**src/rtl/shift_pkg.sv**
```systemverilog
`default_nettype none
// ============================================================================
// Module   : shift_pkg
// Brief    : Shared widths, shift-mode codes and FSM state encoding.
// Revision : 1.0 - initial release
// ============================================================================
package shift_pkg;

  localparam int DATA_W = 16;
  localparam int AMT_W  = 4;

  localparam logic [1:0] SHIFT_SLL = 2'b00;
  localparam logic [1:0] SHIFT_SRA = 2'b01;
  localparam logic [1:0] SHIFT_ROR = 2'b10;

  typedef enum logic [1:0] {
    IDLE = 2'd0,
    EXEC = 2'd1,
    RESP = 2'd2
  } shift_state_t;

endpackage
`default_nettype wire

```
**src/rtl/shift_arbiter_if.sv**
```systemverilog
`default_nettype none
// ============================================================================
// Module   : shift_arbiter_if
// Brief    : Two request channels and two response channels of the arbiter.
// Revision : 1.0 - initial release
// ============================================================================
interface shift_arbiter_if;
  import shift_pkg::*;

  logic              req0_valid;
  logic              req0_ready;
  logic [DATA_W-1:0] req0_data;
  logic [AMT_W-1:0]  req0_amt;
  logic [1:0]        req0_mode;

  logic              req1_valid;
  logic              req1_ready;
  logic [DATA_W-1:0] req1_data;
  logic [AMT_W-1:0]  req1_amt;
  logic [1:0]        req1_mode;

  logic              rsp0_valid;
  logic              rsp0_ready;
  logic [DATA_W-1:0] rsp0_data;

  logic              rsp1_valid;
  logic              rsp1_ready;
  logic [DATA_W-1:0] rsp1_data;

  modport slave (
    input  req0_valid, req0_data, req0_amt, req0_mode,
    input  req1_valid, req1_data, req1_amt, req1_mode,
    input  rsp0_ready, rsp1_ready,
    output req0_ready, req1_ready,
    output rsp0_valid, rsp0_data, rsp1_valid, rsp1_data
  );

  modport master (
    output req0_valid, req0_data, req0_amt, req0_mode,
    output req1_valid, req1_data, req1_amt, req1_mode,
    output rsp0_ready, rsp1_ready,
    input  req0_ready, req1_ready,
    input  rsp0_valid, rsp0_data, rsp1_valid, rsp1_data
  );

endinterface
`default_nettype wire

```
**src/rtl/shift_arbiter_shifter.sv**
```systemverilog
`default_nettype none
// ============================================================================
// Module   : shift_arbiter_shifter
// Brief    : Combinational 16-bit barrel shifter (SLL / SRA / ROR).
// Revision : 1.0 - initial release
// ============================================================================
module shift_arbiter_shifter
  import shift_pkg::*;
(
  input  wire logic [DATA_W-1:0] i_data,
  input  wire logic [AMT_W-1:0]  i_amt,
  input  wire logic [1:0]        i_mode,
  output logic      [DATA_W-1:0] o_result
);

  localparam logic [AMT_W:0] c_width = (AMT_W + 1)'(DATA_W);

  logic [DATA_W-1:0] w_ror;

  // amt=0 gives a left shift by the full width, which clears to zero.
  assign w_ror = (i_data >> i_amt) | (i_data << (c_width - {1'b0, i_amt}));

  always_comb begin
    o_result = w_ror;
    case (i_mode)
      SHIFT_SLL: o_result = i_data << i_amt;
      SHIFT_SRA: o_result = $signed(i_data) >>> i_amt;
      default:   o_result = w_ror;
    endcase
  end

endmodule
`default_nettype wire

```
**src/rtl/shift_arbiter.sv**
```systemverilog
`default_nettype none
// ============================================================================
// Module   : shift_arbiter
// Brief    : Round-robin sharing of one barrel shifter between two requesters.
//            Define SHIFT_ARB_FIXED_PRIO_EN to make requester 0 win every tie.
// Revision : 1.0 - initial release
// ============================================================================
module shift_arbiter
  import shift_pkg::*;
(
  input  wire logic          clk,
  input  wire logic          rst,
  shift_arbiter_if.slave     bus
);

  shift_state_t      r_state;
  shift_state_t      w_state_nxt;
  logic              r_rr_last;
  logic              r_id;
  logic [DATA_W-1:0] r_data;
  logic [AMT_W-1:0]  r_amt;
  logic [1:0]        r_mode;
  logic [DATA_W-1:0] r_result;

  logic              w_grant_any;
  logic              w_grant_id;
  logic              w_accept;
  logic              w_rsp_ready;
  logic [DATA_W-1:0] w_shift;

  assign w_grant_any = bus.req0_valid | bus.req1_valid;
  assign w_accept    = (r_state == IDLE) && w_grant_any;
  assign w_rsp_ready = r_id ? bus.rsp1_ready : bus.rsp0_ready;

  always_comb begin
`ifdef SHIFT_ARB_FIXED_PRIO_EN
    w_grant_id = ~bus.req0_valid;
`else
    // On a tie the requester that was not served last wins.
    if (bus.req0_valid && bus.req1_valid) begin
      w_grant_id = ~r_rr_last;
    end else begin
      w_grant_id = bus.req1_valid;
    end
`endif
  end

  shift_arbiter_shifter u_shifter (
    .i_data   (r_data),
    .i_amt    (r_amt),
    .i_mode   (r_mode),
    .o_result (w_shift)
  );

  always_comb begin
    w_state_nxt    = r_state;
    bus.req0_ready = 1'b0;
    bus.req1_ready = 1'b0;
    bus.rsp0_valid = 1'b0;
    bus.rsp1_valid = 1'b0;
    case (r_state)
      IDLE: begin
        if (w_grant_any) begin
          bus.req0_ready = ~w_grant_id;
          bus.req1_ready = w_grant_id;
          w_state_nxt    = EXEC;
        end
      end
      EXEC: begin
        w_state_nxt = RESP;
      end
      RESP: begin
        bus.rsp0_valid = ~r_id;
        bus.rsp1_valid = r_id;
        if (w_rsp_ready) begin
          w_state_nxt = IDLE;
        end
      end
      default: begin
        w_state_nxt = IDLE;
      end
    endcase
  end

  assign bus.rsp0_data = r_result;
  assign bus.rsp1_data = r_result;

  always_ff @(posedge clk) begin
    if (rst) begin
      r_state   <= IDLE;
      r_rr_last <= 1'b1;
      r_id      <= 1'b0;
      r_data    <= '0;
      r_amt     <= '0;
      r_mode    <= SHIFT_SLL;
      r_result  <= '0;
    end else begin
      r_state <= w_state_nxt;
      if (w_accept) begin
        r_id      <= w_grant_id;
        r_rr_last <= w_grant_id;
        r_data    <= w_grant_id ? bus.req1_data : bus.req0_data;
        r_amt     <= w_grant_id ? bus.req1_amt  : bus.req0_amt;
        r_mode    <= w_grant_id ? bus.req1_mode : bus.req0_mode;
      end
      if (r_state == EXEC) begin
        r_result <= w_shift;
      end
    end
  end

endmodule
`default_nettype wire

```
**src/flat_wrapper.sv**
```systemverilog
// flat-port wrapper written by rule: the top's interface ports become plain ports
module shift_arbiter_flat import shift_pkg::*;
  (clk, rst, bus_req0_valid, bus_req0_data, bus_req0_amt, bus_req0_mode, bus_req1_valid, bus_req1_data, bus_req1_amt, bus_req1_mode, bus_rsp0_ready, bus_rsp1_ready, bus_req0_ready, bus_req1_ready, bus_rsp0_valid, bus_rsp0_data, bus_rsp1_valid, bus_rsp1_data);
  shift_arbiter_if bus_i ();
  input  wire logic clk;
  input  wire logic rst;
  input wire logic [$bits(bus_i.req0_valid)-1:0] bus_req0_valid;
  input wire logic [$bits(bus_i.req0_data)-1:0] bus_req0_data;
  input wire logic [$bits(bus_i.req0_amt)-1:0] bus_req0_amt;
  input wire logic [$bits(bus_i.req0_mode)-1:0] bus_req0_mode;
  input wire logic [$bits(bus_i.req1_valid)-1:0] bus_req1_valid;
  input wire logic [$bits(bus_i.req1_data)-1:0] bus_req1_data;
  input wire logic [$bits(bus_i.req1_amt)-1:0] bus_req1_amt;
  input wire logic [$bits(bus_i.req1_mode)-1:0] bus_req1_mode;
  input wire logic [$bits(bus_i.rsp0_ready)-1:0] bus_rsp0_ready;
  input wire logic [$bits(bus_i.rsp1_ready)-1:0] bus_rsp1_ready;
  output wire logic [$bits(bus_i.req0_ready)-1:0] bus_req0_ready;
  output wire logic [$bits(bus_i.req1_ready)-1:0] bus_req1_ready;
  output wire logic [$bits(bus_i.rsp0_valid)-1:0] bus_rsp0_valid;
  output wire logic [$bits(bus_i.rsp0_data)-1:0] bus_rsp0_data;
  output wire logic [$bits(bus_i.rsp1_valid)-1:0] bus_rsp1_valid;
  output wire logic [$bits(bus_i.rsp1_data)-1:0] bus_rsp1_data;
  assign bus_i.req0_valid = bus_req0_valid;
  assign bus_i.req0_data = bus_req0_data;
  assign bus_i.req0_amt = bus_req0_amt;
  assign bus_i.req0_mode = bus_req0_mode;
  assign bus_i.req1_valid = bus_req1_valid;
  assign bus_i.req1_data = bus_req1_data;
  assign bus_i.req1_amt = bus_req1_amt;
  assign bus_i.req1_mode = bus_req1_mode;
  assign bus_i.rsp0_ready = bus_rsp0_ready;
  assign bus_i.rsp1_ready = bus_rsp1_ready;
  assign bus_req0_ready = bus_i.req0_ready;
  assign bus_req1_ready = bus_i.req1_ready;
  assign bus_rsp0_valid = bus_i.rsp0_valid;
  assign bus_rsp0_data = bus_i.rsp0_data;
  assign bus_rsp1_valid = bus_i.rsp1_valid;
  assign bus_rsp1_data = bus_i.rsp1_data;
  shift_arbiter u_core (.clk(clk), .rst(rst), .bus(bus_i));
endmodule
```
**config.mk**
```make
export PLATFORM = sky130hd
export DESIGN_NAME = shift_arbiter_flat
export DESIGN_NICKNAME = d
export VERILOG_FILES = /design/src/rtl/shift_pkg.sv /design/src/rtl/shift_arbiter_if.sv /design/src/rtl/shift_arbiter_shifter.sv /design/src/rtl/shift_arbiter.sv /design/src/flat_wrapper.sv
export SDC_FILE = /design/constraint.sdc
export NUM_CORES = 1
export LEC_CHECK = 0
export CELL_PAD_IN_SITES_DETAIL_PLACEMENT = 0
export CELL_PAD_IN_SITES_GLOBAL_PLACEMENT = 1
export CORE_ASPECT_RATIO = 1.4
export CORE_MARGIN = 5
export CORE_UTILIZATION = 40
export DETAILED_ROUTE_END_ITERATION = 8
export PLACE_DENSITY = 0.87
export SLEW_MARGIN = 20
export SYNTH_ARGS = -nofsm -noshare
export SYNTH_HDL_FRONTEND = slang
export SYNTH_HIERARCHICAL = 1
export SYNTH_SLANG_ARGS = --single-unit
```
**constraint.sdc**
```tcl
create_clock -name clk -period 3.8 [get_ports clk]
set_input_delay 0.76 -clock clk [delete_from_list [all_inputs] [get_ports clk]]
set_output_delay 0.76 -clock clk [all_outputs]
set_load 0.05 [all_outputs]
```
==> impl_table.tex <==
\begin{tabular}{lr}
\hline
Metric & Value \\
\hline
\multicolumn{2}{l}{\textbf{Clocking}} \\
Largest buffer count on any clock path & 2 \\
Post-CTS setup buffers & 0 \\
Clock edge transition at the registers on the reported setup and hold paths & 0.06 ns \\
Number of H-tree levels & 2 \\
Clk Latency, worst-skew pair & 0.29 ns \\
Sink count of the clock tree & 42 \\
TritonCTS clock tree & built \\
Clock root buffer master & sky130\_fd\_sc\_hd\_\_clkbuf\_16 \\
Post-cts repair resize count & 0 \\
Number of hold buffers added after CTS & 0 \\
Clock buffer count from CTS & 5 \\
\multicolumn{2}{l}{\textbf{STA}} \\
Slew at the pin closest to its max-slew limit & 1.08 ns \\
Worst slew margin relative to its limit & 0.276 \\
Final-report hold violation count & 0 \\
Period minus WS final & 3.03 ns \\
Setup repair after global routing missed its margin & false \\
Part of the cycle the worst path needs & 0.798 \\
Final setup fails & 0 \\
Worst Clk Skew & 0.00868 ns \\
Fin. max-slew vios & 0 \\
Setup TNS after final layout & 0 ns \\
F\_max & 330 MHz \\
\multicolumn{2}{l}{\textbf{Synth}} \\
Synthesis-stage register bit count & 42 \\
Number of distinct library cell variants in the gate-level netlist after synthesis & 70 \\
Post-Syn Nets & 603 \\
Synth warn & 6 \\
Synthesized cell area & 0.00455 mm² \\
Ys async rst share & 0 \\
Top-count cell post-synth & sky130\_fd\_sc\_hd\_\_nand2\_1 \\
Top\_reg\_cell synth & sky130\_fd\_sc\_hd\_\_dfxtp\_1 \\
Post-synth top area cell & sky130\_fd\_sc\_hd\_\_dfxtp\_1 \\
Synthesized instance count & 552 \\
Share of Yosys cell area claimed by the top area cell type & 0.185 \\
Leading post-synthesis cells by cell area & sky130\_fd\_sc\_hd\_\_dfxtp\_1, sky130\_fd\_sc\_hd\_\_mux4\_2, sky130\_fd\_sc\_hd\_\_nand2\_1 \\
Number of enable-type register cells in the synthesized netlist & 0 \\
Synth Area per Inst & 8.24 µm² \\
List of most frequent post-synthesis cells & sky130\_fd\_sc\_hd\_\_nand2\_1, sky130\_fd\_sc\_hd\_\_a21oi\_1, sky130\_fd\_sc\_hd\_\_dfxtp\_1 \\
Part of the Yosys area used for sequential elements & 0.185 \\
\multicolumn{2}{l}{\textbf{Detailed routing}} \\
Via count of the routed design & 4,707 \\
Total DRC errors in the routed layout & 0 \\
Vias per std cell & 6.40 \\
Detail-routed net length per standard cell & 21.0 µm \\
Number of nets with antenna violations after routing & 0 \\
Aggregate routed wire length & 15,400 µm \\
First-pass DRT Iterations & 5 \\
Count of routing violations after the opening detailed-route iteration & 492 \\
\multicolumn{2}{l}{\textbf{Place}} \\
Final HPWL DP & 11,600 µm \\
Total placed instance area & 0.00528 mm² \\
Port Buf Inserts & 85 \\
Placed cell count & 727 \\
Placer congestion estimate & 1.02 \\
\multicolumn{2}{l}{\textbf{Global route}} \\
GR Overflow Total & 0 \\
Largest net degree at the start of global routing & 45 \\
Wire length of the first global-routing pass & 24,000 µm \\
Number of global-route vias before repair & 4,359 \\
Antenna violations before repair & 0 \\
Overall Global Routing Usage & 0.222 \\
\multicolumn{2}{l}{\textbf{Cells and area}} \\
Area delta synth->final & 19.2\% \\
Post-Layout Inst Area & 0.00542 mm² \\
Post-route non-filler standard cell count & 735 \\
Final standard cell utilization of the core & 0.483 \\
Fraction of final layout cells with drive strength greater than 1 & 0.154 \\
Antenna fix cells & 0 \\
Filler cell count in the final layout & 1,130 \\
Nets@finish & 641 \\
\multicolumn{2}{l}{\textbf{Setup path}} \\
Critical path start-end classification & reg2reg \\
CP cell instances & inv\_2, ha\_1, mux4\_2, a221oi\_2, nor4\_1, a211o\_1, nand2\_1, a21oi\_1 \\
Peak per-stage delay on the critical path & 0.70 ns \\
Kind of launch point of the worst setup path & flop \\
Critical Path End Type & flop \\
Max stage delay cell, worst path & sky130\_fd\_sc\_hd\_\_dfxtp\_2 \\
Crit Path Max Fanout & 25 \\
Crit path DAT & 3.18 ns \\
CP Data Required Time & 3.95 ns \\
\multicolumn{2}{l}{\textbf{Outcome}} \\
Run status & complete, no violations \\
\multicolumn{2}{l}{\textbf{Hold path}} \\
Hold Path Class & reg2reg \\
\multicolumn{2}{l}{\textbf{Die}} \\
Die Y & 136 µm \\
Area of the core & 0.0112 mm² \\
Num ports & 86 \\
Full die area & 0.0136 mm² \\
Starting utilization of the core area & 0.405 \\
Width of the chip & 100 µm \\
Number of rows created at floorplan & 46 \\
\multicolumn{2}{l}{\textbf{Power and ir drop}} \\
Leakage component of the power & 1.90 nW \\
P per Cell Area & 417 mW/mm² \\
Worst IR drop on VDD & 164 µV \\
\multicolumn{2}{l}{\textbf{Flow run}} \\
Count of max-cap constraint violations & 0 \\
\hline
\end{tabular}
-- path summary, 6_finish.rpt --
kind | from | end | slack (ns) | cells after the start
min | u_core/bus.rsp0_data[1]$_SDFFE_PP0N_ | u_core/bus.rsp0_data[1]$_SDFFE_PP0N_ | 0.47 | 2
max reg2reg | u_core/r_amt[0]$_SDFFE_PP0P_ | u_core/bus.rsp0_data[6]$_SDFFE_PP0N_ | 0.77 | 8
max | u_core/r_amt[0]$_SDFFE_PP0P_ | u_core/bus.rsp0_data[6]$_SDFFE_PP0N_ | 0.77 | 8
min reg2reg | u_core/bus.rsp0_data[1]$_SDFFE_PP0N_ | u_core/bus.rsp0_data[1]$_SDFFE_PP0N_ | 0.47 | 2
-- cell usage in the layout, fill, tap and decap left out, types with 3 or more instances in the layout --
cell type,instances
sky130_fd_sc_hd__nand2_1,99
sky130_fd_sc_hd__clkdlybuf4s50_1,83
sky130_fd_sc_hd__a21oi_1,48
sky130_fd_sc_hd__dfxtp_1,41
sky130_fd_sc_hd__nor2_1,35
sky130_fd_sc_hd__mux2i_1,31
sky130_fd_sc_hd__mux4_2,29
sky130_fd_sc_hd__buf_4,18
sky130_fd_sc_hd__nand3_1,16
sky130_fd_sc_hd__o21ai_0,15
sky130_fd_sc_hd__a311oi_2,14
sky130_fd_sc_hd__a31oi_1,13
sky130_fd_sc_hd__nand4_1,8
sky130_fd_sc_hd__o21ai_1,7
sky130_fd_sc_hd__o211ai_1,7
sky130_fd_sc_hd__nand2b_1,6
sky130_fd_sc_hd__mux2_2,6
sky130_fd_sc_hd__clkbuf_16,5
sky130_fd_sc_hd__o2111ai_1,5
sky130_fd_sc_hd__a211o_1,5
sky130_fd_sc_hd__or3_1,5
sky130_fd_sc_hd__nor2b_1,4
sky130_fd_sc_hd__inv_1,4
sky130_fd_sc_hd__mux2_1,4
sky130_fd_sc_hd__nor3_1,4
sky130_fd_sc_hd__inv_2,3
sky130_fd_sc_hd__mux2_4,3
sky130_fd_sc_hd__a22oi_1,3
sky130_fd_sc_hd__o32ai_1,3
sky130_fd_sc_hd__o311a_1,3
sky130_fd_sc_hd__o21bai_1,3
sky130_fd_sc_hd__a221oi_1,3
-- critical path, delay by kind of cell (launching register included) --
family / cells / cell delay (ns)
flops: 1 / 0.70
mux: 1 / 0.63
buf+inv: 1 / 0.15
simple gates: 2 / 0.13
compound gates: 3 / 0.58
fa+ha+maj: 1 / 0.69
-- registers in the layout, summed over array words and instances (netlist names) --
signal and flops:
u_core/r_mode 2, u_core/r_data 16, u_core/r_id 1, u_core/r_rr_last 1
u_core/r_state 2, u_core/bus.rsp0_data 16, u_core/r_amt 4
-- area by class of cell --
cell class,instances,area (µm²),share of cell area
clock buffers,5,125,0.0231
clock inverters,3,18.8,0.00346
inverters,8,30.0,0.00554
multi-input cells,431,3240,0.598
flip-flops and latches,42,842,0.155
well taps,144,180,0.0332
repair buffers,102,986,0.182
-- per-stage QoR --
stage | worst slack, ns | total power (W) | hold slack [ns]
after floorplan | 1.03 | 0.00149 | 0.494
after global placement | 0.841 | 0.00181 | 0.457
after detailed placement | 0.791 | 0.00181 | 0.465
after CTS | 0.775 | 0.00225 | 0.473
after global routing | 0.529 | 0.00237 | 0.489
final | 0.766 | 0.00226 | 0.470
-- cell families (layout without fill, tap and decap cells) --
kind of cell	Yosys count	in the layout	synth area share
fa+ha+maj	1	1	0.00275
xor+xnor	2	2	0.00385
buf+inv	79	118	0.103
flops	42	42	0.185
mux	73	73	0.246
simple gates	192	192	0.191
compound gates	163	163	0.269
-- routing by layer --
| metal | vias to the layer above | routed length, µm | GRT usage |
|---|---|---|---|
| met5 | - | 0 | 0 |
| met1 | 2217 | 5830 | 0.267 |
| met2 | 294 | 7690 | 0.382 |
| met4 | 0 | 756 | 0.107 |
| li1 | 2136 | - | - |
| met3 | 60 | 1140 | 0.0344 |
-- report_power, final --
group          internal [W]  switching (W)  leakage, nW
registers          0.000487       0.000100        0.346
logic              0.000512       0.000734         1.49
clock network      0.000243       0.000184       0.0740
Power figures use the tool's default switching activity.
